--- src/rtl/serial_adder_pkg.sv ---
// rtl/serial_adder_pkg.sv - shared types and constants for the bit-serial adder controller
package serial_adder_pkg;

   typedef enum logic [1:0] {
      IDLE = 2'd0,
      RUN  = 2'd1,
      DONE = 2'd2
   } state_e;

   localparam int DEFAULT_WIDTH = 8;

endpackage

--- src/rtl/full_adder.sv ---
// rtl/full_adder.sv - single-bit full adder cell used as the serial datapath
module full_adder (
   input  logic a,
   input  logic b,
   input  logic cin,
   output logic sum,
   output logic cout
);

   assign sum  = a ^ b ^ cin;
   assign cout = (a & b) | (a & cin) | (b & cin);

endmodule

--- src/rtl/serial_adder_ctrl.sv ---
// rtl/serial_adder_ctrl.sv - LSB-first bit-serial add controller around one full_adder
// Optional subtract mode (sub port) enabled by defining SERIAL_ADDER_SUB_EN.
module serial_adder_ctrl
   import serial_adder_pkg::*;
#(
   parameter int WIDTH = DEFAULT_WIDTH
) (
   input  logic             clk,
   input  logic             rst,
   input  logic             in_valid,
   output logic             in_ready,
   input  logic [WIDTH-1:0] a,
   input  logic [WIDTH-1:0] b,
   input  logic             cin,
`ifdef SERIAL_ADDER_SUB_EN
   input  logic             sub,
`endif
   output logic             out_valid,
   input  logic             out_ready,
   output logic [WIDTH-1:0] sum,
   output logic             cout,
   output logic             busy
);

   localparam int CNT_W = $clog2(WIDTH + 1);

   state_e           state;
   state_e           state_nx;
   logic [WIDTH-1:0] a_sh;
   logic [WIDTH-1:0] b_sh;
   logic [WIDTH-1:0] sum_sh;
   logic [WIDTH-1:0] sum_sh_nx;
   logic [CNT_W-1:0] cnt;
   logic             carry;
   logic             carry_init;
   logic             accept;
   logic             last_bit;
   logic             fa_b;
   logic             fa_s;
   logic             fa_co;

   assign in_ready  = (state == IDLE);
   assign out_valid = (state == DONE);
   assign accept    = in_valid && in_ready;
   assign last_bit  = (state == RUN) && (cnt == CNT_W'(WIDTH - 1));

`ifdef SERIAL_ADDER_SUB_EN
   logic sub_q;

   // B is stored raw and inverted per bit, so the held sub flag drives the datapath.
   assign fa_b       = b_sh[0] ^ sub_q;
   assign carry_init = sub ? 1'b1 : cin;
`else
   assign fa_b       = b_sh[0];
   assign carry_init = cin;
`endif

   full_adder u_fa (
      .a    (a_sh[0]),
      .b    (fa_b),
      .cin  (carry),
      .sum  (fa_s),
      .cout (fa_co)
   );

   generate
      if (WIDTH == 1) begin : g_w1
         assign sum_sh_nx = fa_s;
      end else begin : g_wn
         assign sum_sh_nx = {fa_s, sum_sh[WIDTH-1:1]};
      end
   endgenerate

   always_comb begin
      state_nx = state;
      case (state)
         IDLE:    if (in_valid) state_nx = RUN;
         RUN:     if (last_bit) state_nx = DONE;
         DONE:    if (out_ready) state_nx = IDLE;
         default: state_nx = IDLE;
      endcase
   end

   always_ff @(posedge clk) begin
      if (rst) begin
         state  <= IDLE;
         a_sh   <= '0;
         b_sh   <= '0;
         sum_sh <= '0;
         cnt    <= '0;
         carry  <= 1'b0;
         sum    <= '0;
         cout   <= 1'b0;
         busy   <= 1'b0;
`ifdef SERIAL_ADDER_SUB_EN
         sub_q  <= 1'b0;
`endif
      end else begin
         state <= state_nx;
         busy  <= (state_nx != IDLE);
         if (accept) begin
            a_sh   <= a;
            b_sh   <= b;
            carry  <= carry_init;
            cnt    <= '0;
            sum_sh <= '0;
`ifdef SERIAL_ADDER_SUB_EN
            sub_q  <= sub;
`endif
         end else if (state == RUN) begin
            a_sh   <= a_sh >> 1;
            b_sh   <= b_sh >> 1;
            carry  <= fa_co;
            sum_sh <= sum_sh_nx;
            cnt    <= cnt + CNT_W'(1);
            // Result registers only change on the final bit, keeping DONE outputs stable.
            if (last_bit) begin
               sum  <= sum_sh_nx;
               cout <= fa_co;
            end
         end
      end
   end

endmodule

--- config.mk ---
export PLATFORM = sky130hd
export DESIGN_NAME = serial_adder_ctrl
export DESIGN_NICKNAME = d
export VERILOG_FILES = /design/src/rtl/serial_adder_pkg.sv /design/src/rtl/full_adder.sv /design/src/rtl/serial_adder_ctrl.sv
export SDC_FILE = /design/constraint.sdc
export NUM_CORES = 1
export LEC_CHECK = 0
export ABC_AREA = 1
export ABC_CLOCK_PERIOD_IN_PS = 3700
export CORE_UTILIZATION = 40
export CTS_BUF_LIST = sky130_fd_sc_hd__clkbuf_8
export DETAILED_ROUTE_END_ITERATION = 6
export HOLD_SLACK_MARGIN = 0.08
export MAX_ROUTING_LAYER = met4
export PLACE_DENSITY = 0.62
export SLEW_MARGIN = 40
export SYNTH_ARGS = -nofsm -noshare
export SYNTH_HDL_FRONTEND = slang
export SYNTH_SLANG_ARGS = --single-unit
--- constraint.sdc ---
create_clock -name clk -period 3.7 [get_ports clk]
set_input_delay 0.925 -clock clk [delete_from_list [all_inputs] [get_ports clk]]
set_output_delay 0.925 -clock clk [all_outputs]
set_load 0.02 [all_outputs]
# Word level (Yosys, flattened, before mapping)
# Cells that the tools add are included.
[op_classes]
add_sub_neg = 1
n_eq_ne = 3
muxes = 10
bitwise = 8
n_reduce_logical = 7
[ops]
columns = ["cell", "n"]
rows = [
  ["$mux 8", 4],
  ["$mux 2", 3],
  ["$pmux 2 s3", 1],
  ["$add 4x1->4 const B", 1],
  ["$eq 4x3->1 const B", 1],
  ["$reduce_bool 2->1", 2],
  ["$and 1x1->1", 3],
  ["$reduce_and 3->1", 1],
  ["$eq 2x1->1 const B", 1],
  ["$eq 2x2->1 const B", 1],
  ["$logic_and 1x1->1", 2],
  ["$logic_not 2->1", 1],
  ["$mux 1", 2],
  ["$or 1x1->1", 2],
  ["$reduce_or 2->1", 1],
  ["$xor 1x1->1", 2],
  ["$not 1->1", 1],
]
[word_totals]
register_bits = 41
in_bits = 21
out_inout_bits = 12

# Longest topological paths before layout
# Gate-level depths: netlist of run 1.
[logic_depth]
ltp_word = 5
ltp_mapped = 8
mapped_depth_nobuf = 7

# Cells and area by module
# A second synthesis of run 1 with hierarchy kept.
[unflattened]
hier_cells = 277
area_unflattened_um2 = 1983.2
[by_module_without_submodules]
columns = ["mod", "instances", "cells_each", "area_per_inst_um2", "seq_area_each_um2"]
rows = [
  ["serial_adder_ctrl", 1, 276, 1963.1, 800.8],
  ["full_adder", 1, 1, 20.0, 0.0],
]

# Least setup slack after synthesis of run 1
# No wires, ideal clock.
[synth_timing]
path_type = "register to output"
startpoint = "reg state[0]"
endpoint = "out in_ready"
t_arrival_ps = 852
required_ps = 2775
path_slack_ps = 1923
stages_incl_launch_ff = 4
cell_sequence = "dfxtp_1 buf_4 nor2_4 buf_2"
[synth_via]
elab_chain_cells = 1
[synth_lines]
columns = ["item", "line_no", "rtl"]
rows = [
  ["start: declaration", "serial_adder_ctrl.sv:27", "state_e state;"],
  ["start signal: assignment", "serial_adder_ctrl.sv:99", "state <= state_nx;"],
  ["$logic_not 2->1", "serial_adder_ctrl.sv:42", "assign in_ready = (state == IDLE);"],
  ["end: declaration", "serial_adder_ctrl.sv:11", "output logic in_ready,"],
]
# No other way between the ends.

# Final worst setup path of run 1
# Ends and elaborated chain as after synthesis.

==> results of run 1 <==
-- sequential cells by signal (all words and copies together) (netlist names) --
register and flops:
sum_sh 7, busy 1, cnt 4, carry 1, state 2, cout 1
b_sh 8, sum 8, a_sh 8
-- final cells by class --
| class | count | area (µm²) |
|---|---|---|
| flip-flops and latches | 40 | 800.8 |
| fillers | 450 | 2161 |
| clock buffers | 6 | 82.58 |
| multi-input cells | 189 | 868.3 |
| repair buffers | 34 | 335.3 |
| well taps | 52 | 65.06 |
| inverters | 33 | 123.9 |
| clock inverters | 2 | 7.507 |
-- worst paths after layout --
path | startpoint | cells after the start | end | slack (ps)
worst max register to register | state[0] | 6 | busy | 1580
worst min-delay path | a_sh[1] | 2 | a_sh[1] | 470
worst min register to register | a_sh[1] | 2 | a_sh[1] | 470
worst max-delay path | state[0] | 2 | in_ready | 830
-- critical path: stages, from the launching register on --
cell and delay, ps:
dfxtp_1 530, nor2_4 440, clkdlybuf4s50_1 680
-- Yosys cell counts, drive strengths merged --
cell    count
fa          1
clkbuf      3
nor2       26
buf        12
xor2        1
a21oi      23
ha          1
nand3      30
nand3b      7
o21ai       2
inv        33
nand2      98
dfxtp      40
-- logic make-up (layout without fill, tap and decap cells) --
logic type               count (synthesis)  in the layout
AND/OR/NAND/NOR                        161            161
adder cells (fa/ha/maj)                  2              2
flip-flops                              40             40
AO/OA/AOI/OAI                           25             25
buffers and inverters                   48             75
XOR/XNOR                                 1              1
-- metal layers --
metal  track usage [%]  routed length [µm]
met5                 -                   0
met4             6.000                  57
met3             4.986                 255
met2             23.41                1559
met1             22.67                1922
-- placed cells by master (no fill, tap or decap) --
| cell | n |
|---|---|
| nand2_1 | 96 |
| o21ai_1 | 1 |
| xor2_1 | 1 |
| fa_1 | 1 |
| nor2_2 | 2 |
| a21oi_1 | 23 |
| nor2_1 | 23 |
| clkdlybuf4s50_1 | 32 |
| dfxtp_1 | 40 |
| clkbuf_8 | 6 |
| nand2_4 | 1 |
| inv_2 | 1 |
| buf_4 | 2 |
| inv_1 | 34 |
| ha_1 | 1 |
| o21ai_4 | 1 |
| nand3b_1 | 7 |
| nand3_1 | 30 |
| nand2_2 | 1 |
| nor2_4 | 1 |
-- stage by stage --
stage	hold slack, ps	power [µW]	utilization, %	cells
2_1_floorplan	443.5	538.3	-	277
3_3_place_gp	453.2	570.5	49.35	348
3_5_place_dp	457.4	571.0	49.35	348
4_1_cts	468.6	861.4	51.38	356
5_1_grt	486.4	896.6	51.38	356
6_report	466.6	850.8	51.38	356
-- power groups by stage --
stage                     Clock, µW  Sequential [µW]  Combinational (µW)
after detailed placement          0              470                 101
after global routing            321              463                 113
final                           290              460                 101
after global placement            0              470                 101
after CTS                       300              460                 102
after floorplan                   0              465                73.8
==> reports/summary.txt, run 1 <==
Tot GR Track Use -> 16.65%
NumNets Final -> 326
Startpoint Class -> register
Slew HR -> 46.54%
1st-pass router iterations -> 6
number of inserted diodes -> 0
status -> finished, violations left
Comb pwr share -> 11.8%
Post-Syn Nets -> 300
die height -> 70.61 µm
area post-placement -> 2193 µm²
Seq/Total Area, Yosys -> 42.52%
global-route wire length before repair -> 6327 µm
Rows -> 24
GRT overflow -> 0
gpl congestion -> 0.7298
number of global-route vias before repair -> 1391
Critical Path Fanout Max -> 17
Sequential Power Share -> 54.1%
Post-Synth Simple-Gate Area -> 36.68%
Hold WC Path Type -> register to register
fraction of layout cells with a size suffix above 1 -> 4.934%
Hold Fails Final Rpt -> 0
clk buf depth -> 2
die area -> 4986 µm²
# hold bufs at CTS -> 0
top post-synthesis cells by area -> dfxtp_1 43%, nand2_1 19%, nand3_1 8.0%, inv_1 6.4%, a21oi_1 6.1%
postcts setup bufs -> 0
Final Setup Violations -> 0
Max-Cap Viols -> 0
critical path class -> register to primary output
Final Max Tran Viols -> 0
Clock Pin Slew Worst Setup and Hold Paths -> 70 ps
post-layout min period -> 2869 ps
syn_area_per_cell -> 6.798 µm²
Synth warnings -> 0
worst slew pin tran -> 801.0 ps
post-synth cell types -> 22
drt total wl -> 3795 µm
RSZ-0062 raised after global routing -> false
IO Port Bufs -> 32
clock skew -> 4.614 ps
cts bufs inserted -> 5
Max IR drop VDD -> 221.2 µV
via count -> 1678
detailed-route vias per instance -> 4.713
# DRC -> 7
Starting Density -> 42.37%
Internal Power -> 638.6 µW
clock group share of total power -> 34.1%
Gates resized, CTS repair -> 0
Synth top area share -> 42.52%
post-synthesis mux area share -> 0%
Post-Syn Instances -> 277
Post-Synth XOR/XNOR Area -> 0.4651%
DR iter-0 viols -> 126
failing checks -> DRC
Num Clock Sinks -> 40
PwrDens -> 372.6 nW/µm²
Routed Antenna Nets -> 0
Yosys top cell by area -> dfxtp_1
num ports -> 33
Final Cell Area -> 2283 µm²
initial antenna violation count -> 0
pre-CTS setup slack -> 1127 ps
Core ar. -> 4444 µm²
CTS tree -> built
switching share of power -> 24.95%
Synth Area in Adders -> 1.728%
die width -> 70.61 µm
CP endpoint kind -> primary output
largest net degree at the start of global routing -> 26
htree depth -> 2
clk root buf -> clkbuf_8
compound-cell area share of the yosys netlist -> 7.243%
Max Clk Rate -> 348.6 MHz
Arrival @ worst endpoint -> 1940 ps
final worst slack -> 831.4 ps
Area Overhead vs Synth -> 21.26%
clk_lat worst skew -> 290 ps
dpl hpwl -> 2479 µm
final worst path period share -> 77.53%
worst endpoint required time -> 2770 ps
largest family of logic cells by synthesized area -> simple AND/OR/NAND/NOR gates
Lkg Pwr -> 0.001018 µW
WL/cell -> 10.66 µm
switching pwr -> 212.2 µW
setup TNS after final layout -> 0 ps
synthesized area -> 1883 µm²
Seq cells post-synth -> 40
No activity file was read; power rests on OpenSTA's default activity.
==> run 2, diff against run 1 <==
--- a/config.mk
+++ b/config.mk
@@ -6,7 +6,7 @@
 export NUM_CORES = 1
 export LEC_CHECK = 0
 export ABC_AREA = 1
-export ABC_CLOCK_PERIOD_IN_PS = 3700
+export ABC_CLOCK_PERIOD_IN_PS = 2800
 export CORE_UTILIZATION = 40
 export CTS_BUF_LIST = sky130_fd_sc_hd__clkbuf_8
 export DETAILED_ROUTE_END_ITERATION = 6
==> constraint.sdc (replaced) <==
create_clock -name clk -period 2.8 [get_ports clk]
set_input_delay 0.7 -clock clk [delete_from_list [all_inputs] [get_ports clk]]
set_output_delay 0.7 -clock clk [all_outputs]
set_load 0.02 [all_outputs]
==> reports/summary.txt, run 2 (synthesis gave the netlist of run 1 again) <==
r2r setup slk -> 990 ps (-590 ps)
Arrival @ worst endpoint -> 1670 ps (-270 ps)
status -> finished, violations left
top flop regs -> a_sh (8), b_sh (8), sum (8)
Max-Cap Viols -> 0 (unchanged)
Rows -> 24 (unchanged)
NumNets Final -> 329 (+0.92%)
detailed-route vias per instance -> 4.657 (-1.2%)
Slew HR -> 59.08% (+13 points)
num ports -> 33 (unchanged)
slowest CP cell -> clkdlybuf4s50_1
PwrDens -> 521.1 nW/µm² (+40%)
global-route wire length before repair -> 6727 µm (+6.3%)
gpl congestion -> 0.7791 (+6.8%)
Tot GR Track Use -> 17.33% (+0.68 points)
commonest non-fill, non-tap cell in the layout -> nand2_1
Area Overhead vs Synth -> 23.59%
WL/cell -> 10.60 µm (-0.55%)
critical path class -> register to primary output
DR iter-0 viols -> 125 (-0.79%)
Worst Reg-to-Reg Cells -> 7 (+1)
Placed Cells -> 351 (+0.86%)
Lkg Pwr -> 0.001033 µW (+1.5%)
non-filler instance count after layout -> 359 (+0.84%)
Critical Path Fanout Max -> 15 (-2)
failing checks -> DRC
Hold Fails Final Rpt -> 0 (unchanged)
die height -> 70.61 µm (unchanged)
worst endpoint required time -> 2100 ps (-670 ps)
IO Port Bufs -> 32 (unchanged)
die area -> 4986 µm² (unchanged)
Clock Pin Slew Worst Setup and Hold Paths -> 80 ps (about the same)
largest net degree at the start of global routing -> 26 (unchanged)
clk_lat worst skew -> 290 ps (about the same)
Hold WC Path Type -> register to register
Core ar. -> 4444 µm² (unchanged)
CP endpoint kind -> primary output
Gates resized, CTS repair -> 0 (unchanged)
Max Clk Rate -> 421.5 MHz
fraction of layout cells with a size suffix above 1 -> 6.515% (+1.6 points)
CP max stage delay -> 620 ps (-60 ps)
cts bufs inserted -> 5 (unchanged)
Max IR drop VDD -> 205.5 µV (-7.1%)
commonest non-fill, non-tap cells in the layout -> 96 x nand2_1, 40 x dfxtp_1, 32 x inv_1, 32 x clkdlybuf4s50_1, 30 x nand3_1
clk root buf -> clkbuf_8
htree depth -> 2 (unchanged)
Final Max Tran Viols -> 0 (unchanged)
Startpoint Class -> register
Routed Antenna Nets -> 0 (unchanged)
critical path cell sequence -> inv_2, nor2_1, clkdlybuf4s50_1
GRT overflow -> 0 (unchanged)
worst r2r src -> state[0]
min-delay src -> a_sh[7]
RSZ-0062 raised after global routing -> false
clk buf depth -> 2 (unchanged)
via count -> 1672 (-0.36%)
number of global-route vias before repair -> 1539 (+11%)
Worst path top cell family by delay -> buffers and inverters
number of inserted diodes -> 0 (unchanged)
1st-pass router iterations -> 6 (unchanged)
clock skew -> 7.650 ps (+3.036 ps)
drt total wl -> 3806 µm (+0.29%)
setup TNS after final layout -> 0 ps (unchanged)
Crit Reg-Reg Endpoint -> sum[7]
CTS tree -> built
# hold bufs at CTS -> 0 (unchanged)
die width -> 70.61 µm (unchanged)
post-layout min period -> 2372 ps
# DRC -> 6 (-1)
final worst path period share -> 84.73%
Starting Density -> 42.37% (unchanged)
Final Setup Violations -> 0 (unchanged)
crit path buf inv count -> 2 (+1)
initial antenna violation count -> 0 (unchanged)
postcts setup bufs -> 0 (unchanged)
worst slew pin tran -> 613.1 ps (-187.9 ps)
dpl hpwl -> 2569 µm (+3.7%)
Hold Path End -> a_sh[7]
Min-Delay Path Depth -> 2 (unchanged)
Num Clock Sinks -> 40 (unchanged)
-- run 2: cell types whose count changed in the layout (fill, tap and decap cells not counted) --
cell | previous run | this run
buf_4 | 2 | 5
clkinv_2 | 0 | 1
clkbuf_8 | 6 | 5
inv_1 | 34 | 32
bufinv_16 | 0 | 1
clkinvlp_4 | 0 | 1
-- run 2: cell type report --
cell class / instances / area, µm²
Timing Repair Buffer: 37 / 357.8
Tap cell: 52 / 65.06
Clock buffer: 5 / 68.82
Multi-Input combinational cell: 189 / 868.3
Sequential cell: 40 / 800.8
Inverter: 33 / 123.9
Fill cell: 485 / 2117
Clock inverter: 3 / 42.54
-- run 2: how the worst max path moves through the flow --
stage	startpoint	endpoint	slack, ps	cells past startpoint
floorplan	state[0]	in_ready	1250	3
global placement	in_valid	cnt[3]	660	4
detailed placement	in_valid	cnt[0]	630	4
CTS	state[1]	out_valid	410	3
global route	state[1]	out_valid	320	3
finish	state[1]	out_valid	430	3
-- run 2: worst register-to-register path, stage by stage, from the launching register on --
cell and delay [ps]:
dfxtp_1 450, buf_4 270, inv_1 70, nor2_2 480
buf_4 260, nand3b_1 80, nand2_1 80, nor2_1 30
-- run 2: metal layers --
layer  share of wire, %  vias to the layer above  global-route usage, %
met1                 51                      719                  23.28
li1                   -                      909                      -
met5                  0                        -                      -
met3                5.2                        6                  3.989
met4                1.4                        0                  7.111
met2                 42                       38                  25.24
-- run 2: through the flow --
step	setup slack (ps)	hold WS, ps	power (µW)	util [%]	area [µm²]
after detailed placement	631.7	455.9	759.2	49.86	2216
after global routing	318.8	487.9	1272	52.36	2327
final	427.6	467.6	1213	52.36	2327
after CTS	407.0	468.7	1231	52.36	2327
after floorplan	1248	443.5	711.3	-	1883
after global placement	657.1	453.1	759.0	49.86	2216
-- run 2: where the power goes --
part	switching (µW)	internal, µW
registers	13.7	590
clock network	203	264
logic	78.2	63.6
==> run 3, diff against run 2 <==
--- a/config.mk
+++ b/config.mk
@@ -6,13 +6,13 @@
 export NUM_CORES = 1
 export LEC_CHECK = 0
 export ABC_AREA = 1
-export ABC_CLOCK_PERIOD_IN_PS = 2800
+export ABC_CLOCK_PERIOD_IN_PS = 2000
 export CORE_UTILIZATION = 40
 export CTS_BUF_LIST = sky130_fd_sc_hd__clkbuf_8
 export DETAILED_ROUTE_END_ITERATION = 6
 export HOLD_SLACK_MARGIN = 0.08
 export MAX_ROUTING_LAYER = met4
-export PLACE_DENSITY = 0.62
+export PLACE_DENSITY = 0.65
 export SLEW_MARGIN = 40
 export SYNTH_ARGS = -nofsm -noshare
 export SYNTH_HDL_FRONTEND = slang
==> constraint.sdc (replaced) <==
create_clock -name clk -period 2 [get_ports clk]
set_input_delay 0.5 -clock clk [delete_from_list [all_inputs] [get_ports clk]]
set_output_delay 0.5 -clock clk [all_outputs]
set_load 0.02 [all_outputs]
==> reports/summary.txt, run 3 (synthesis gave the netlist of run 1 again) <==
status -> finished, violations left
failing checks -> DRC
Max-Cap Viols -> 0 (unchanged)
Min-Delay Path Depth -> 2 (unchanged)
Final Max Tran Viols -> 0 (unchanged)
postcts setup bufs -> 0 (unchanged)
post-layout min period -> 1896 ps
Slew HR -> 73.07% (+14 points)
fraction of layout cells with a size suffix above 1 -> 7.692% (+1.2 points)
clk_lat worst skew -> 290 ps (about the same)
via count -> 1683 (+0.66%)
Rows -> 24 (unchanged)
worst endpoint required time -> 1500 ps (-600 ps)
worst slew pin tran -> 403.5 ps (-209.6 ps)
clk buf depth -> 2 (unchanged)
Worst path top cell family by delay -> buffers and inverters
Arrival @ worst endpoint -> 1400 ps (-270 ps)
top flop regs -> a_sh (8), b_sh (8), sum (8)
Routed Antenna Nets -> 0 (unchanged)
critical path class -> register to primary output
Core ar. -> 4444 µm² (unchanged)
num ports -> 33 (unchanged)
IO Port Bufs -> 32 (unchanged)
Startpoint Class -> register
# DRC -> 4 (-2)
die area -> 4986 µm² (unchanged)
Max IR drop VDD -> 316.7 µV (+54%)
dpl hpwl -> 2711 µm (+5.5%)
critical path cell sequence -> nor2_4, clkdlybuf4s50_1
RSZ-0062 raised after global routing -> false
1st-pass router iterations -> 7 (+1)
drt total wl -> 3914 µm (+2.8%)
Lkg Pwr -> 0.001070 µW (+3.6%)
worst r2r src -> cnt[1]
Worst Reg-to-Reg Cells -> 7 (unchanged)
Max Clk Rate -> 527.4 MHz
cts bufs inserted -> 5 (unchanged)
die width -> 70.61 µm (unchanged)
clock skew -> 5.874 ps (-1.776 ps)
Hold WC Path Type -> register to register
DR iter-0 viols -> 80 (-36%)
final worst path period share -> 94.81%
Num Clock Sinks -> 40 (unchanged)
largest net degree at the start of global routing -> 21 (-19%)
Area Overhead vs Synth -> 25.98%
Hold Fails Final Rpt -> 0 (unchanged)
Critical Path Fanout Max -> 3 (-12)
commonest non-fill, non-tap cell in the layout -> nand2_1
crit path buf inv count -> 1 (-1)
min-delay src -> b_sh[6]
Clock Pin Slew Worst Setup and Hold Paths -> 80 ps (about the same)
number of global-route vias before repair -> 1537 (-0.13%)
Starting Density -> 42.37% (unchanged)
clk root buf -> clkbuf_8
r2r setup slk -> 490 ps (-500 ps)
PwrDens -> 717.9 nW/µm² (+38%)
global-route wire length before repair -> 6900 µm (+2.6%)
WL/cell -> 10.75 µm (+1.4%)
detailed-route vias per instance -> 4.624 (-0.72%)
Tot GR Track Use -> 17.81% (+0.48 points)
gpl congestion -> 0.7684 (-1.4%)
NumNets Final -> 334 (+1.5%)
Hold Path End -> b_sh[6]
CTS tree -> built
slowest CP cell -> clkdlybuf4s50_1
GRT overflow -> 0 (unchanged)
htree depth -> 2 (unchanged)
CP endpoint kind -> primary output
Crit Reg-Reg Endpoint -> state[1]
number of inserted diodes -> 0 (unchanged)
setup TNS after final layout -> 0 ps (unchanged)
initial antenna violation count -> 0 (unchanged)
CP max stage delay -> 610 ps (about the same)
WHS -> 467.9 ps (+0.2480 ps)
Final Setup Violations -> 0 (unchanged)
die height -> 70.61 µm (unchanged)
final worst slack -> 103.8 ps (-323.9 ps)
pre-CTS setup slack -> 240.6 ps (-391.2 ps)
commonest non-fill, non-tap cells in the layout -> 96 x nand2_1, 40 x dfxtp_1, 33 x inv_1, 31 x clkdlybuf4s50_1, 30 x nand3_1
## run 3: cell types whose count changed in the layout (fill, tap and decap cells not counted)
cell,before,now
buf_12,0,1
buf_4,5,9
clkdlybuf4s50_1,32,31
clkinvlp_4,1,0
dlygate4sd2_1,0,1
inv_1,32,33
## run 3: worst max-delay path by stage
stage                        start       end  slack (ps)  cells after the start
final                     state[1]  in_ready         100                      2
after global routing      state[1]  in_ready          50                      2
after CTS                 state[1]  in_ready          80                      2
after detailed placement  in_valid      busy         240                      6
after global placement    in_valid      busy         260                      6
after floorplan           state[0]  in_ready         650                      3
## run 3: power breakdown
group | internal (µW) | switching, µW | total, µW | leakage (µW)
combinational | 99.0 | 113 | 212 | 0.000684
sequential | 826 | 18.3 | 845 | 0.000326
clock | 365 | 281 | 646 | 0.0000593
## run 3: repair_timing
item | in CTS | in global routing
hold buffers | 0 | 0
endpoints found under the hold margin | 0 | 0
resized for setup | 1 | 0
setup endpoints to repair | 1 | 0
## run 3: final cells by class
| class | count | area [µm²] |
|---|---|---|
| sequential | 40 | 800.8 |
| clock buffer | 5 | 68.82 |
| clock inverter | 3 | 38.79 |
| inverter | 33 | 123.9 |
| tap | 52 | 65.06 |
| timing repair buffer | 42 | 406.6 |
| multi-input combinational | 189 | 868.3 |
| fill | 465 | 2072 |
## run 3: metrics by stage
| stage | util [%] | std cells | area [µm²] | total power (µW) |
|---|---|---|---|---|
| finish | 53.38 | 364 | 2372 | 1703 |
| global route | 53.38 | 364 | 2372 | 1790 |
| CTS | 53.38 | 364 | 2372 | 1720 |
| detailed placement | 50.99 | 356 | 2266 | 1076 |
| global placement | 50.99 | 356 | 2266 | 1074 |
| floorplan | - | 277 | 1883 | 995.8 |
## run 3: worst min-delay path: stages (launching register included)
cell and delay (ps):
dfxtp_1 320, nand2_1 60, a21oi_1 50
## run 3: per-layer routing
layer	vias to the layer above	GRT usage (%)	wire (µm)
met1	732	22.60	1950
li1	916	-	-
met3	2	4.701	190
met2	33	29.02	1764
met4	0	3.333	8
met5	-	-	0
==> patch 1, RTL diff (settings of run 2) <==
Set the package constant `DEFAULT_WIDTH` to 4 (it was 8).
--- a/src/rtl/serial_adder_pkg.sv
+++ b/src/rtl/serial_adder_pkg.sv
@@ -7,7 +7,7 @@
       DONE = 2'd2
    } state_e;
 
-   localparam int DEFAULT_WIDTH = 8;
+   localparam int DEFAULT_WIDTH = 4;
 
 endpackage
 
Ports: changed (resized a, b and sum); port bits go from 33 to 21. The function was not compared with the original's and may differ.
==> patch 1 against run 2 <==
- setup slack better by 0.044 ns
- total power is 47% lower
- count of clock-buffer cells in the layout is 2 lower
- global-route usage is 0.37 points lower
- sequential cell count is 17 lower
- synthesized area is 44% lower
- cell area is 43% lower
- routed wire length is 47% lower
- non-clock buffer count is 16 lower
- highest routed layer unchanged
==> patch 1: results (changes against run 2) <==
stage;metric;value;unit;change
outcome;status;completed;;
worst_setup_path;CP startpoint;state[0];;
synth;post-synthesis net count;156;;-48%
grt;global-route wire length before repair;3390;um;-50%
finish;Top Registers;a_sh: 4 flops, b_sh: 4 flops, sum: 4 flops;;
worst_setup_path;crit path max fanout;8;;-7
worst_setup_path;Worst R2R End;busy;;
grt;Overall Global Routing Usage;17.0;%;-0.37 points
clocking;htree depth;1;;-1
placed_design;PortBufs;20;;-38%
worst_hold_path;HP Class;reg -> reg;;
placed_design;Final Wtd Congestion;0.738;;-5.3%
drt;drt first-iter violations;7;;-94%
clocking;Clk Latency, worst-skew pair;0.26;ns;-0.03 ns
synth;Yosys cell types;19;;-14%
synth;Synth area leaders;dfxtp_1, nand2_1, a21oi_1, nand3_1, inv_1;;
power;Worst IR Drop VDD;0.000259;V;+26%
worst_hold_path;Worst Min Path Start;cout;;
finish;Fillers;257;;-47%
worst_setup_path;flop2flop setup slack;1.47;ns;+0.48 ns
drt;routed len/inst;10.5;um;-0.96%
timing;worst slew pin tran;0.458;ns;-0.155 ns
worst_setup_path;CP peak stage delay;0.61;ns;
finish;proportion of layout cells with a drive suffix above 1;11.7;%;+5.2 points
power;leak pwr;0.000566;uW;-45%
placed_design;DP HPWL;1520;um;-41%
synth;Synth top cells by count;nand2_1, dfxtp_1, a21oi_1;;
worst_setup_path;R2R cell count;6;;-1
finish;nets;179;;-46%
timing;clock skew;0.00244;ns;-0.00521 ns
clocking;CTS buffer count;3;;-2
synth;post-synthesis adder-cell area fraction;4.30;%;+2.6 points
synth;xor/xnor share of the synthesized area;0.836;%;+0.37 points
synth;Synth Area in Compound Gates;10.2;%;+2.9 points
drt;DRT Pass-1 Iters;4;;-2
worst_setup_path;arrival time at the worst endpoint;1.63;ns;-0.04 ns
worst_setup_path;Crit-path slowest cell;dfxtp_1;;
grt;pin count of the biggest net entering global routing;15;;-42%
grt;vias in the first global route;782;;-49%
[patch 1: changes by cell type after synthesis, moves of 4 or more]
cell      before  now
nand2_1       96   43
inv_1         32   11
nand3_1       30   12
dfxtp_1       40   23
nor2_1        23    9
a21oi_1       23   14
nand3b_1       7    0
buf_2          6    1
nand2_2        1    5
[patch 1: per-layer routing]
metal / global-route usage [%] / up-vias / part of all wire [%]
li1: - / 483 / -
met1: 23.3 / 390 / 50
met2: 24.7 / 17 / 45
met3: 2.87 / 2 / 4.2
met4: 6.58 / 0 / 0.84
met5: - / - / 0
[patch 1: power by group]
| group | switching (uW) | total [uW] | internal (uW) |
|---|---|---|---|
| Clock | 101 | 200 | 99.0 |
| Sequential | 12.7 | 354 | 341 |
| Combinational | 49.0 | 90.6 | 41.6 |
[patch 1: area by class of cell]
type                            instances  area [um^2]  share of cell area, %
Clock buffer                            3         41.3                   3.13
Clock inverter                          1         5.00                  0.380
Inverter                               17         63.8                   4.84
Multi-Input combinational cell         97          503                   38.1
Sequential cell                        23          460                   34.9
Tap cell                               30         37.5                   2.85
Timing Repair Buffer                   21          208                   15.7
[patch 1: per-stage QoR]
step / power [uW] / worst slack (ns) / cell area (um^2) / hold WS, ns / cells
after floorplan: 420 / 1.40 / 1050 / 0.440 / 140
after global placement: 452 / 0.790 / 1270 / 0.454 / 188
after detailed placement: 453 / 0.756 / 1270 / 0.456 / 188
after CTS: 657 / 0.468 / 1320 / 0.470 / 192
after global routing: 682 / 0.368 / 1320 / 0.487 / 192
final: 645 / 0.472 / 1320 / 0.463 / 192
[patch 1: critical path, delay by kind of cell (launching register included)]
kind / cells / cell delay [ns]
DFF: 1 / 0.61
and+or+nand+nor: 1 / 0.09
buffers and inverters: 3 / 0.66
==> patch 2, RTL diff (settings of run 2) <==
Without the edit above. Encoding of `state_e`: now one-hot (3 bits for 3 states).
--- a/src/rtl/serial_adder_pkg.sv
+++ b/src/rtl/serial_adder_pkg.sv
@@ -1,10 +1,10 @@
 // rtl/serial_adder_pkg.sv - shared types and constants for the bit-serial adder controller
 package serial_adder_pkg;
 
-   typedef enum logic [1:0] {
-      IDLE = 2'd0,
-      RUN  = 2'd1,
-      DONE = 2'd2
+   typedef enum logic [2:0] {
+      IDLE = 3'b001,
+      RUN  = 3'b010,
+      DONE = 3'b100
    } state_e;
 
    localparam int DEFAULT_WIDTH = 8;
Formal check against the unedited RTL: same outputs for any inputs over 10 cycles, from zero or initial values and one cycle with rst high; not proved beyond that.
==> patch 2 against run 2 <==
- routed wire length is 2.4% higher
- combinational power rose by 37%
- total power up 2.8%
- critical path type unchanged
- highest routed layer unchanged
- critical path depth rose by 1
- largest power group unchanged
- setup slack got worse by 0.12 ns
- synthesized area down 2.1%
- cell area decreased by 0.86%
- sequential cell count is 1 higher
==> patch 2: results (changes against run 2) <==
stage;metric;value;unit;change
drt;Via density;4.91;;+5.4%
worst_setup_path;Crit-path slowest cell;dfxtp_1;;
drt;met2 wire len;1650;um;+3.3%
placed_design;pre-CTS WS;0.618;ns;-0.0139 ns
drt;DRT Pass-1 Iters;4;;-2
synth;Yosys cell types;21;;-4.5%
synth;post-synthesis adder-cell area fraction;1.76;%;+0.036 points
worst_hold_path;Worst Min Path Start;cnt[3];;
finish;proportion of layout cells with a drive suffix above 1;7.24;%;+0.73 points
grt;vias in the first global route;1519;;-1.3%
grt;global-route wire length before repair;6940;um;+3.2%
placed_design;Placement Cell Area;2210;um^2;-0.45%
finish;nets;312;;-5.2%
drt;M1 WL;2080;um;+5.9%
timing;clock skew;0.00529;ns;-0.00236 ns
grt;met3 GRT Util;3.46;%;-0.53 points
grt;GR Util met1;24.7;%;+1.4 points
drt;DR WL met3;142;um;-28%
worst_setup_path;arrival time at the worst endpoint;1.79;ns;+0.12 ns
power;Worst IR Drop VDD;0.000314;V;+53%
power;leak pwr;0.000990;uW;-4.2%
worst_setup_path;RR Startpoint;state[1];;
worst_hold_path;Hold Path Sink;cnt[3];;
outcome;status;completed;;
timing;worst slew pin tran;0.569;ns;-0.0437 ns
finish;Fillers;433;;-11%
worst_setup_path;R2R cell count;6;;-1
synth;Synth top cells by count;nand2_1, dfxtp_1, a21oi_1;;
worst_setup_path;flop2flop setup slack;1.04;ns;+0.05 ns
worst_setup_path;Worst R2R End;b_sh[3];;
placed_design;DP HPWL;2590;um;+0.78%
synth;Synth area leaders;dfxtp_1, nand2_1, nand4_1, a21oi_1, nor2_1;;
placed_design;Final Wtd Congestion;0.749;;-3.9%
finish;fin area;2310;um^2;-0.86%
timing;Fmax;0.401;GHz;-4.8%
synth;xor/xnor share of the synthesized area;0;%;-0.47 points
drt;drt total wl;3900;um;+2.4%
grt;Overall Global Routing Usage;17.9;%;+0.62 points
synth;Synth Area in Compound Gates;11.4;%;+4.2 points
==> patch 2: changes by cell type in the layout (fill, tap and decap cells not counted), moves of 3 or more <==
cell	run 2	this run
o21ai_0	0	10
inv_1	32	22
nand4_1	0	24
a21oi_1	23	29
buf_4	5	8
nand2_1	96	57
nand3_1	30	18
nand3b_1	7	0
nor2_1	23	27
==> patch 2: power by group <==
part           switching, uW  total (uW)  internal (uW)
registers               21.1         636            615
logic                    109         194           84.9
clock network            195         418            223
==> patch 2: worst max-delay path: cells and delay by family (launching register included) <==
family,cells,cell delay (ns)
and+or+nand+nor,1,0.14
buffers and inverters,3,0.68
DFF,1,0.68
==> patch 2: layout make-up <==
class | count | area share (%)
clock buffer | 7 | 4.18
multi-input combinational | 176 | 36.7
clock inverter | 1 | 0.217
tap | 52 | 2.82
sequential | 41 | 35.6
timing repair buffer | 40 | 16.5
inverter | 25 | 4.07
